**src/rtl/led_pattern_decoder_if.sv**
```systemverilog
// LED bus monitor interface: the observed LED bus plus the decoder's status outputs.
// The bench drives through the master modport; the decoder uses the slave modport.
interface led_pattern_decoder_if #(
    parameter int PW = 16
);
    logic [7:0]    led_in;
    logic [1:0]    mode_out;
    logic          mode_valid;
    logic [PW-1:0] step_period;
    logic          err;
    logic          stall;

    modport master (
        output led_in,
        input  mode_out, mode_valid, step_period, err, stall
    );

    modport slave (
        input  led_in,
        output mode_out, mode_valid, step_period, err, stall
    );
endinterface

```
**src/rtl/led_pattern_decoder.sv**
```systemverilog
// Watches an 8-bit LED bus and recovers the animation mode and its step period.
// It flags pattern breaks while locked and flags stalls when the bus stops changing.
module led_pattern_decoder #(
    parameter int LOCK_COUNT = 4,
    parameter int TIMEOUT    = 64,
    parameter int PW         = 16
) (
    input  logic                  clk,
    input  logic                  rst,
    led_pattern_decoder_if.slave  bus
);
    typedef enum logic [1:0] {IDLE, TRACK, LOCKED} state_t;
    typedef enum logic [2:0] {CLS_ROL, CLS_ROR, CLS_ALT, CLS_TOG, CLS_NONE} cls_t;

    localparam logic [PW-1:0] TIMEOUT_M1 = PW'(TIMEOUT - 1);
    localparam logic [3:0]    LOCK_N     = 4'(LOCK_COUNT);

    function automatic cls_t classify(input logic [7:0] prev, input logic [7:0] cur);
        logic one_hot;
        one_hot = (prev != 8'h00) && ((prev & (prev - 8'h01)) == 8'h00);
        if (one_hot && cur == {prev[6:0], prev[7]})                     return CLS_ROL;
        else if (one_hot && cur == {prev[0], prev[7:1]})                return CLS_ROR;
        else if ((prev == 8'h55 && cur == 8'hAA) ||
                 (prev == 8'hAA && cur == 8'h55))                       return CLS_ALT;
        else if ((prev == 8'h00 && cur == 8'hFF) ||
                 (prev == 8'hFF && cur == 8'h00))                       return CLS_TOG;
        else                                                            return CLS_NONE;
    endfunction

    logic [7:0]    s1, s2;
    logic          primed;
    logic [PW-1:0] gap_cnt;
    state_t        state, state_nx;
    logic [1:0]    cand, cand_nx;
    logic [3:0]    match, match_nx;
    logic [1:0]    mode_q, mode_nx;
    logic          valid_q, valid_nx;
    logic [PW-1:0] period_q, period_nx;
    logic          err_q, err_nx;
    logic          stall_q, stall_nx;

    logic          change, gap_sat, timeout, is_cls;
    cls_t          cls;
    logic [1:0]    cls_mode;
    logic [3:0]    match_inc;
    logic [PW-1:0] measured;

    assign change    = primed && (s1 != s2);
    assign cls       = classify(s2, s1);
    assign is_cls    = (cls != CLS_NONE);
    assign cls_mode  = cls[1:0];
    assign match_inc = match + 4'd1;
    assign gap_sat   = (gap_cnt == '1);
    assign measured  = gap_sat ? gap_cnt : gap_cnt + PW'(1);
    // A change on the timeout cycle takes priority, so no stall is declared.
    assign timeout   = !change && (gap_cnt >= TIMEOUT_M1);

    always_comb begin
        // NOTE: every output of this block gets a default first, so no path can infer a latch.
        state_nx  = state;
        cand_nx   = cand;
        match_nx  = match;
        mode_nx   = mode_q;
        valid_nx  = valid_q;
        period_nx = period_q;
        err_nx    = 1'b0;
        stall_nx  = stall_q;
        if (change) begin
            stall_nx = 1'b0;
            case (state)
                IDLE: begin
                    if (is_cls) begin
                        cand_nx  = cls_mode;
                        match_nx = 4'd1;
                        state_nx = TRACK;
                    end
                end
                TRACK: begin
                    if (!is_cls) begin
                        state_nx = IDLE;
                        match_nx = 4'd0;
                    end else if (cls_mode == cand) begin
                        match_nx = match_inc;
                        if (match_inc == LOCK_N) begin
                            state_nx  = LOCKED;
                            mode_nx   = cand;
                            valid_nx  = 1'b1;
                            period_nx = measured;
                        end
                    end else begin
                        cand_nx  = cls_mode;
                        match_nx = 4'd1;
                    end
                end
                LOCKED: begin
                    if (is_cls && cls_mode == cand) begin
                        period_nx = measured;
                    end else begin
                        err_nx   = 1'b1;
                        valid_nx = 1'b0;
                        if (is_cls) begin
                            state_nx = TRACK;
                            cand_nx  = cls_mode;
                            match_nx = 4'd1;
                        end else begin
                            state_nx = IDLE;
                            match_nx = 4'd0;
                        end
                    end
                end
                default: state_nx = IDLE;
            endcase
        end else if (timeout) begin
            stall_nx = 1'b1;
            state_nx = IDLE;
            valid_nx = 1'b0;
            match_nx = 4'd0;
        end
    end

    // NOTE: sequential state uses non-blocking assignments so all registers update together.
    always_ff @(posedge clk) begin
        if (rst) begin
            s1       <= 8'h00;
            s2       <= 8'h00;
            primed   <= 1'b0;
            gap_cnt  <= '0;
            state    <= IDLE;
            cand     <= 2'd0;
            match    <= 4'd0;
            mode_q   <= 2'd0;
            valid_q  <= 1'b0;
            period_q <= '0;
            err_q    <= 1'b0;
            stall_q  <= 1'b0;
        end else begin
            s1       <= bus.led_in;
            s2       <= s1;
            primed   <= 1'b1;
            gap_cnt  <= change ? '0 : (gap_sat ? gap_cnt : gap_cnt + PW'(1));
            state    <= state_nx;
            cand     <= cand_nx;
            match    <= match_nx;
            mode_q   <= mode_nx;
            valid_q  <= valid_nx;
            period_q <= period_nx;
            err_q    <= err_nx;
            stall_q  <= stall_nx;
        end
    end

    assign bus.mode_out    = mode_q;
    assign bus.mode_valid  = valid_q;
    assign bus.step_period = period_q;
    assign bus.err         = err_q;
    assign bus.stall       = stall_q;
endmodule
```
**src/flat_wrapper.sv**
```systemverilog
// flat-port wrapper written by rule: the top's interface ports become plain ports
module led_pattern_decoder_flat 
#(
    parameter int LOCK_COUNT = 4,
    parameter int TIMEOUT    = 64,
    parameter int PW         = 16
)
  (clk, rst, bus_led_in, bus_mode_out, bus_mode_valid, bus_step_period, bus_err, bus_stall);
  led_pattern_decoder_if #(.PW(PW)) bus_i ();
  input  logic clk;
  input  logic rst;
  input wire logic [$bits(bus_i.led_in)-1:0] bus_led_in;
  output wire logic [$bits(bus_i.mode_out)-1:0] bus_mode_out;
  output wire logic [$bits(bus_i.mode_valid)-1:0] bus_mode_valid;
  output wire logic [$bits(bus_i.step_period)-1:0] bus_step_period;
  output wire logic [$bits(bus_i.err)-1:0] bus_err;
  output wire logic [$bits(bus_i.stall)-1:0] bus_stall;
  assign bus_i.led_in = bus_led_in;
  assign bus_mode_out = bus_i.mode_out;
  assign bus_mode_valid = bus_i.mode_valid;
  assign bus_step_period = bus_i.step_period;
  assign bus_err = bus_i.err;
  assign bus_stall = bus_i.stall;
  led_pattern_decoder #(.LOCK_COUNT(LOCK_COUNT), .TIMEOUT(TIMEOUT), .PW(PW)) u_core (.clk(clk), .rst(rst), .bus(bus_i));
endmodule
```
**config.mk**
```make
export PLATFORM = sky130hd
export DESIGN_NAME = led_pattern_decoder_flat
export DESIGN_NICKNAME = d
export VERILOG_FILES = /design/src/rtl/led_pattern_decoder_if.sv /design/src/rtl/led_pattern_decoder.sv /design/src/flat_wrapper.sv
export SDC_FILE = /design/constraint.sdc
export NUM_CORES = 1
export LEC_CHECK = 0
export ABC_AREA = 1
export CORE_ASPECT_RATIO = 2
export CORE_UTILIZATION = 58
export DETAILED_ROUTE_END_ITERATION = 10
export PLACE_DENSITY = 0.76
export SLEW_MARGIN = 20
export SYNTH_ARGS = -nofsm -noshare
export SYNTH_HDL_FRONTEND = slang
export SYNTH_SLANG_ARGS = --single-unit
```
**constraint.sdc**
```tcl
create_clock -name clk -period 2.4 [get_ports clk]
set_clock_uncertainty 0.1 [all_clocks]
set_input_delay 0.24 -clock clk [delete_from_list [all_inputs] [get_ports clk]]
set_output_delay 0.24 -clock clk [all_outputs]
set_load 0.01 [all_outputs]
```
* After elaboration in Yosys (flattened, before gate mapping)
Cells that the tools add are included.
Word-level totals: flip-flop bits (word level) 62, input bits 10, output and inout bits 21, word-level logic and storage cells 119
Operators by class: $add $sub $neg 3, $lt $le $gt $ge 1, eq/ne operators 30, mux-type cells 41, bitwise gates (word level) 3, reductions and logical operators 29
Operators with widths (count):
- 16-bit two-way mux | 5
- 8-bit == test (second input constant) | 4
- 16-bit case mux with 2 select lines | 1
- 8-bit logical NOT | 3
- 4-bit two-way mux | 6
- 2-bit two-way mux | 11
- 3-bit != test (second input constant) | 7
- 16-bit by 1-bit adder with 16-bit output (second input constant) | 1
- 16-bit == test (second input constant) | 1
- 8-bit by 7-bit == test with 1-bit output (second input constant) | 2
- 8-bit == test | 2
- 16-bit by 6-bit greater-or-equal comparator with 1-bit output (second input constant) | 1
- 5-bit AND reduction | 3
- 3-bit two-way mux | 4
- 4-bit != test (second input constant) | 3
- 2-bit case mux with 3 select lines | 2
- 4-bit case mux with 3 select lines | 1
- 6-bit AND reduction | 2
- 1-bit logical AND | 10
- 1-bit two-way mux | 10
- 8-bit bitwise AND | 1
- 2-bit by 1-bit != test with 1-bit output (second input constant) | 4
- 8-bit != test | 1
- 8-bit nonzero test | 1
- other kinds (17) | 21

* Logic depth before layout (Yosys ltp)
depth after elaboration 12, mapped depth 19, gate-level depth less buffers 17

* Worst setup path before layout
Ideal clock, no wire load.
path kind flip-flop to flip-flop, from register u_core.s2[0], to register u_core.period_q[6] (netlist: u_core.bus.step_period[6]), arrival 1.874 ns, data required time 2.187 ns, setup slack 0.314 ns, cell stages (with the launch flop) 18, path buffers 2, clock period less this slack 2.086 ns, cell sequence dfxtp_1 buf_6 inv_2 nor2_1 nand2_1 nor2_1 nand2_1 nand2_2 nor2_2 xor2_2 nand2_4 o21ai_4 nand2_4 inv_2 buf_4 nand3_1 nand2_1 nor2_1
Between the ends: word-level cells in the longest chain between the ends 11
RTL lines:
- from (decl) | line led_pattern_decoder.sv:30 | logic [7:0] s1, s2;
- from (signal assigned) | line led_pattern_decoder.sv:125 | s2 <= 8'h00;
- from (signal assigned) | line led_pattern_decoder.sv:138 | s2 <= s1;
- 8-bit by 1-bit subtractor with 8-bit output (tied with other cells) | line led_pattern_decoder.sv:20 | one_hot = (prev != 8'h00) && ((prev & (prev - 8'h01)) == 8'h00);
- 8-bit bitwise AND (tied with other cells) | line led_pattern_decoder.sv:20
- 8-bit logical NOT / 1-bit logical OR (equally long branches) | line led_pattern_decoder.sv:20, led_pattern_decoder.sv:25
- 1-bit logical AND / 3-bit two-way mux (equally long branches) | line led_pattern_decoder.sv:20, led_pattern_decoder.sv:25
- 1-bit logical AND / 3-bit two-way mux (equally long branches) | line led_pattern_decoder.sv:22, led_pattern_decoder.sv:23
- 3-bit two-way mux | line led_pattern_decoder.sv:22 | else if (one_hot && cur == {prev[0], prev[7:1]}) return CLS_ROR;
- 3-bit two-way mux | line led_pattern_decoder.sv:21 | if (one_hot && cur == {prev[6:0], prev[7]}) return CLS_ROL;
- 3-bit != test / 2-bit == test (equally long branches) | line led_pattern_decoder.sv:50, led_pattern_decoder.sv:82, led_pattern_decoder.sv:96
- 1-bit logical AND | line led_pattern_decoder.sv:96 | if (is_cls && cls_mode == cand) begin
- 2-bit by 1-bit != test with 1-bit output (no source line)
- 6-bit AND reduction (no source line) *
- to (signal assigned) | line led_pattern_decoder.sv:146 | period_q <= period_nx;
- to (decl) | line led_pattern_decoder.sv:38 | logic [PW-1:0] period_q, period_nx;
Mark *: on every way between the ends. The rest lies on a longest branch, timed or not. A chain may end at the register's enable or synchronous reset.

* Worst setup path after layout
from register u_core.s2[4], to register u_core.period_q[7] (netlist: u_core.bus.step_period[7])
Same word-level chain as after synthesis.

==> results_dict.tcl <==
set metrics [dict create \
    worstSetupPathType "flop to flop" \
    p_sw_mw 0.7351 \
    cp_max_fo 8 \
    detail-route-antenna-nets 0 \
    synth_seq_area_share_pct 35.05 \
    irDropWorstVdd_mv 0.6977 \
    grt_setup_unrepaired "true" \
    power_mw 2.839 \
    clkTransAtPathRegs_ns 0.05 \
    power.density_mw_per_mm2 607.1 \
    row_count 39 \
    routedWlPerCell_um 16.25 \
    synthCells 532 \
    clockRootBuffer "clkbuf_16" \
    cp-start-kind "flop" \
    die_width_um 57.25 \
    synth_cell_types 35 \
    grt_pass1_vias 3778 \
    drt-initial-drc-count 230 \
    critPathLaunch "u_core.s2[4]$_SDFF_PP0_" \
    final_layout_size_suffix_gt1_share_pct 23.53 \
    clock-sinks 62 \
    clockBufferDepth 2 \
    io_pins 31 \
    syn_nets 548 \
    report.final.setup_viol 0 \
    antenna_found_initial 0 \
    ys_ff_latch 62 \
    detailed_place_hpwl_um 8015 \
    antenna_cells 0 \
    gp_congestion 1.035 \
    nets 623 \
    tightest_slew_ns 0.4574 \
    die-area_mm2 0.006441 \
    insertion_delay_ns 0.33 \
    pre_cts_slack_ns -0.09305 \
    p_comb_share_pct 14.8 \
    syn_area_per_cell_um2 6.656 \
    place.port_buffers 30 \
    ys_warn_count 0 \
    min_period_ns 2.365 \
    cp.arrival_ns 2.53 \
    cp-end-kind "flop" \
    outcome "finished clean" \
    area_delta_synth_final_pct 32.08 \
    cp.required_ns 2.56 \
    final_common_cell "nor2_1" \
    grt_pass1_wl_um 17020 \
    slowest_stage "dfxtp_2" \
    die_height_um 112.5 \
    mostFrequentLayoutCells "nor2_1 (120), nand2_1 (109), buf_4 (50), dfxtp_1 (47), inv_1 (45)" \
    seqPwrFrac_pct 39.1 \
    relSlewSlack_pct 69.22 \
    timing.final.crit_share_pct 98.54 \
    vias 3796 \
    hold_viol_final 0 \
    clockPowerShare_pct 46.1 \
    switching_share_pct 25.89 \
    reg2reg_from "u_core.s2[4]$_SDFF_PP0_" \
    cts_buffers 9 \
    final.setup.tns_ns 0 \
    synth_area_leaders "dfxtp_1 (35%), nor2_1 (14%), nand2_1 (12%)" \
    worst_hold_path_type "input port to flop" \
    cp_slowest_stage_delay_ns 0.33 \
    grt.overflow.total 0 \
    core_area_mm2 0.005807 \
    htree_levels 3 \
    drcViolationCount 0 \
    ctsHoldBuffers 0 \
    report.final.slew_viol_count 0 \
    drv_cap 0 \
    tritoncts "built" \
    p_leak_nw 2.134 \
    wl_um 10930 \
    fillCellCount 416 \
    grt_max_degree 24 \
    netlist_area_mm2 0.003541 \
    synth_top_cell_area_share_pct 35.05 \
    crit_chain "buf_4 > nor2_4 > nand3_4 > o21ai_4 > inv_2 > nand3_2 > buf_4 > nand3_1 > nand2_2 > nand2_4 > o21ai_4 > nand2_4 > nor2_4 > nor2_1 > nor2_1" \
    setup_slack_ns 0.03513 \
    via_per_inst 5.640 \
    track_usage_pct 35.51 \
    min-delay-start "bus_led_in[3]" \
    fmax_mhz 422.9 \
    p_int_mw 2.104 \
    first_pass_iters 5 \
    start_util_pct 60.98 \
    yosysTopAreaCell "dfxtp_1" \
]
-- layer usage --
layer	global-route usage [%]	vias up	routed length, µm
met5	0	-	0
met4	27.48	0	982
met3	7.373	80	447
met2	68.24	149	6032
met1	29.59	1749	3470
li1	-	1818	-
-- synthesized netlist by cell type, drive strengths merged --
library cell and count:
xor2 22, inv 62, nand2 120, and2 1, or3 1, o21ai 12
dfxtp 62, mux2i 1, a21oi 10, a31oi 3, nand4 14, and3 1
xnor2 3, nand3 34, nor3 9, buf 17, clkbuf 3, ha 6
nor2 138, nor4 12, or2 1
-- through the flow --
step / utilization [%] / hold WS (ns) / area, µm² / std cells
after floorplan: - / 0.2470 / 3541 / 532
after global placement: 71.95 / 0.3514 / 4178 / 655
after detailed placement: 71.95 / 0.3659 / 4178 / 655
after CTS: 77.48 / 0.3088 / 4499 / 671
after global routing: 80.54 / 0.3325 / 4677 / 673
final: 80.54 / 0.3145 / 4677 / 673
-- worst max-delay path, delay by kind of cell (launching register included) --
kind | cells | cell delay (ns)
flip-flops | 1 | 0.33
AO/OA/AOI/OAI | 2 | 0.34
buffers and inverters | 3 | 0.34
AND/OR/NAND/NOR | 10 | 1.19
-- state kept, by name (all words and copies together) (netlist names) --
name,count
u_core.bus.step_period,16
u_core.cand,2
u_core.primed,1
u_core.state,2
u_core.s1,8
u_core.s2,8
u_core.bus.stall,1
u_core.bus.mode_valid,1
u_core.bus.mode_out,2
u_core.bus.err,1
u_core.gap_cnt,16
u_core.match,4
-- power by group through the flow --
stage               clock, mW  sequential, mW  combinational (mW)
floorplan                   0            1.11               0.245
global placement            0            1.12               0.372
detailed placement          0            1.13               0.378
CTS                      1.32            1.11               0.385
global route             1.37            1.11               0.460
finish                   1.31            1.11               0.421
-- worst paths after layout --
kind | to | slack (ns) | cells past startpoint
setup / recovery | u_core.bus.step_period[7]$_SDFFE_PP0P_ | 0.04 | 15
hold / removal | u_core.s1[3]$_SDFF_PP0_ | 0.31 | 3
setup reg to reg | u_core.bus.step_period[7]$_SDFFE_PP0P_ | 0.04 | 15
hold reg to reg | u_core.bus.step_period[10]$_SDFFE_PP0P_ | 0.38 | 2
-- repair_timing --
action / CTS / global route
pin swaps: 0 / 6
setup buffers: 0 / 1
gates cloned: 0 / 1
endpoints found under the setup margin: 22 / 27
resized for setup: 11 / 46
-- cell type report --
class | instances | area (µm²) | area share (%)
clock buffers | 13 | 260.3 | 5.564
multi-input cells | 389 | 2061 | 44.06
inverters | 62 | 240.2 | 5.136
repair buffers | 83 | 726.9 | 15.54
well taps | 61 | 76.32 | 1.632
clock inverters | 3 | 42.54 | 0.9096
flip-flops and latches | 62 | 1270 | 27.15
-- cell families after synthesis --
group	synth area share, %
AND/OR/NAND/NOR	41.24
buffers and inverters	10.95
flip-flops	35.05
AO/OA/AOI/OAI	3.958
XOR/XNOR	6.396
adder cells (fa/ha/maj)	2.120
multiplexers	0.2827
(Power assumes the default switching activity.)
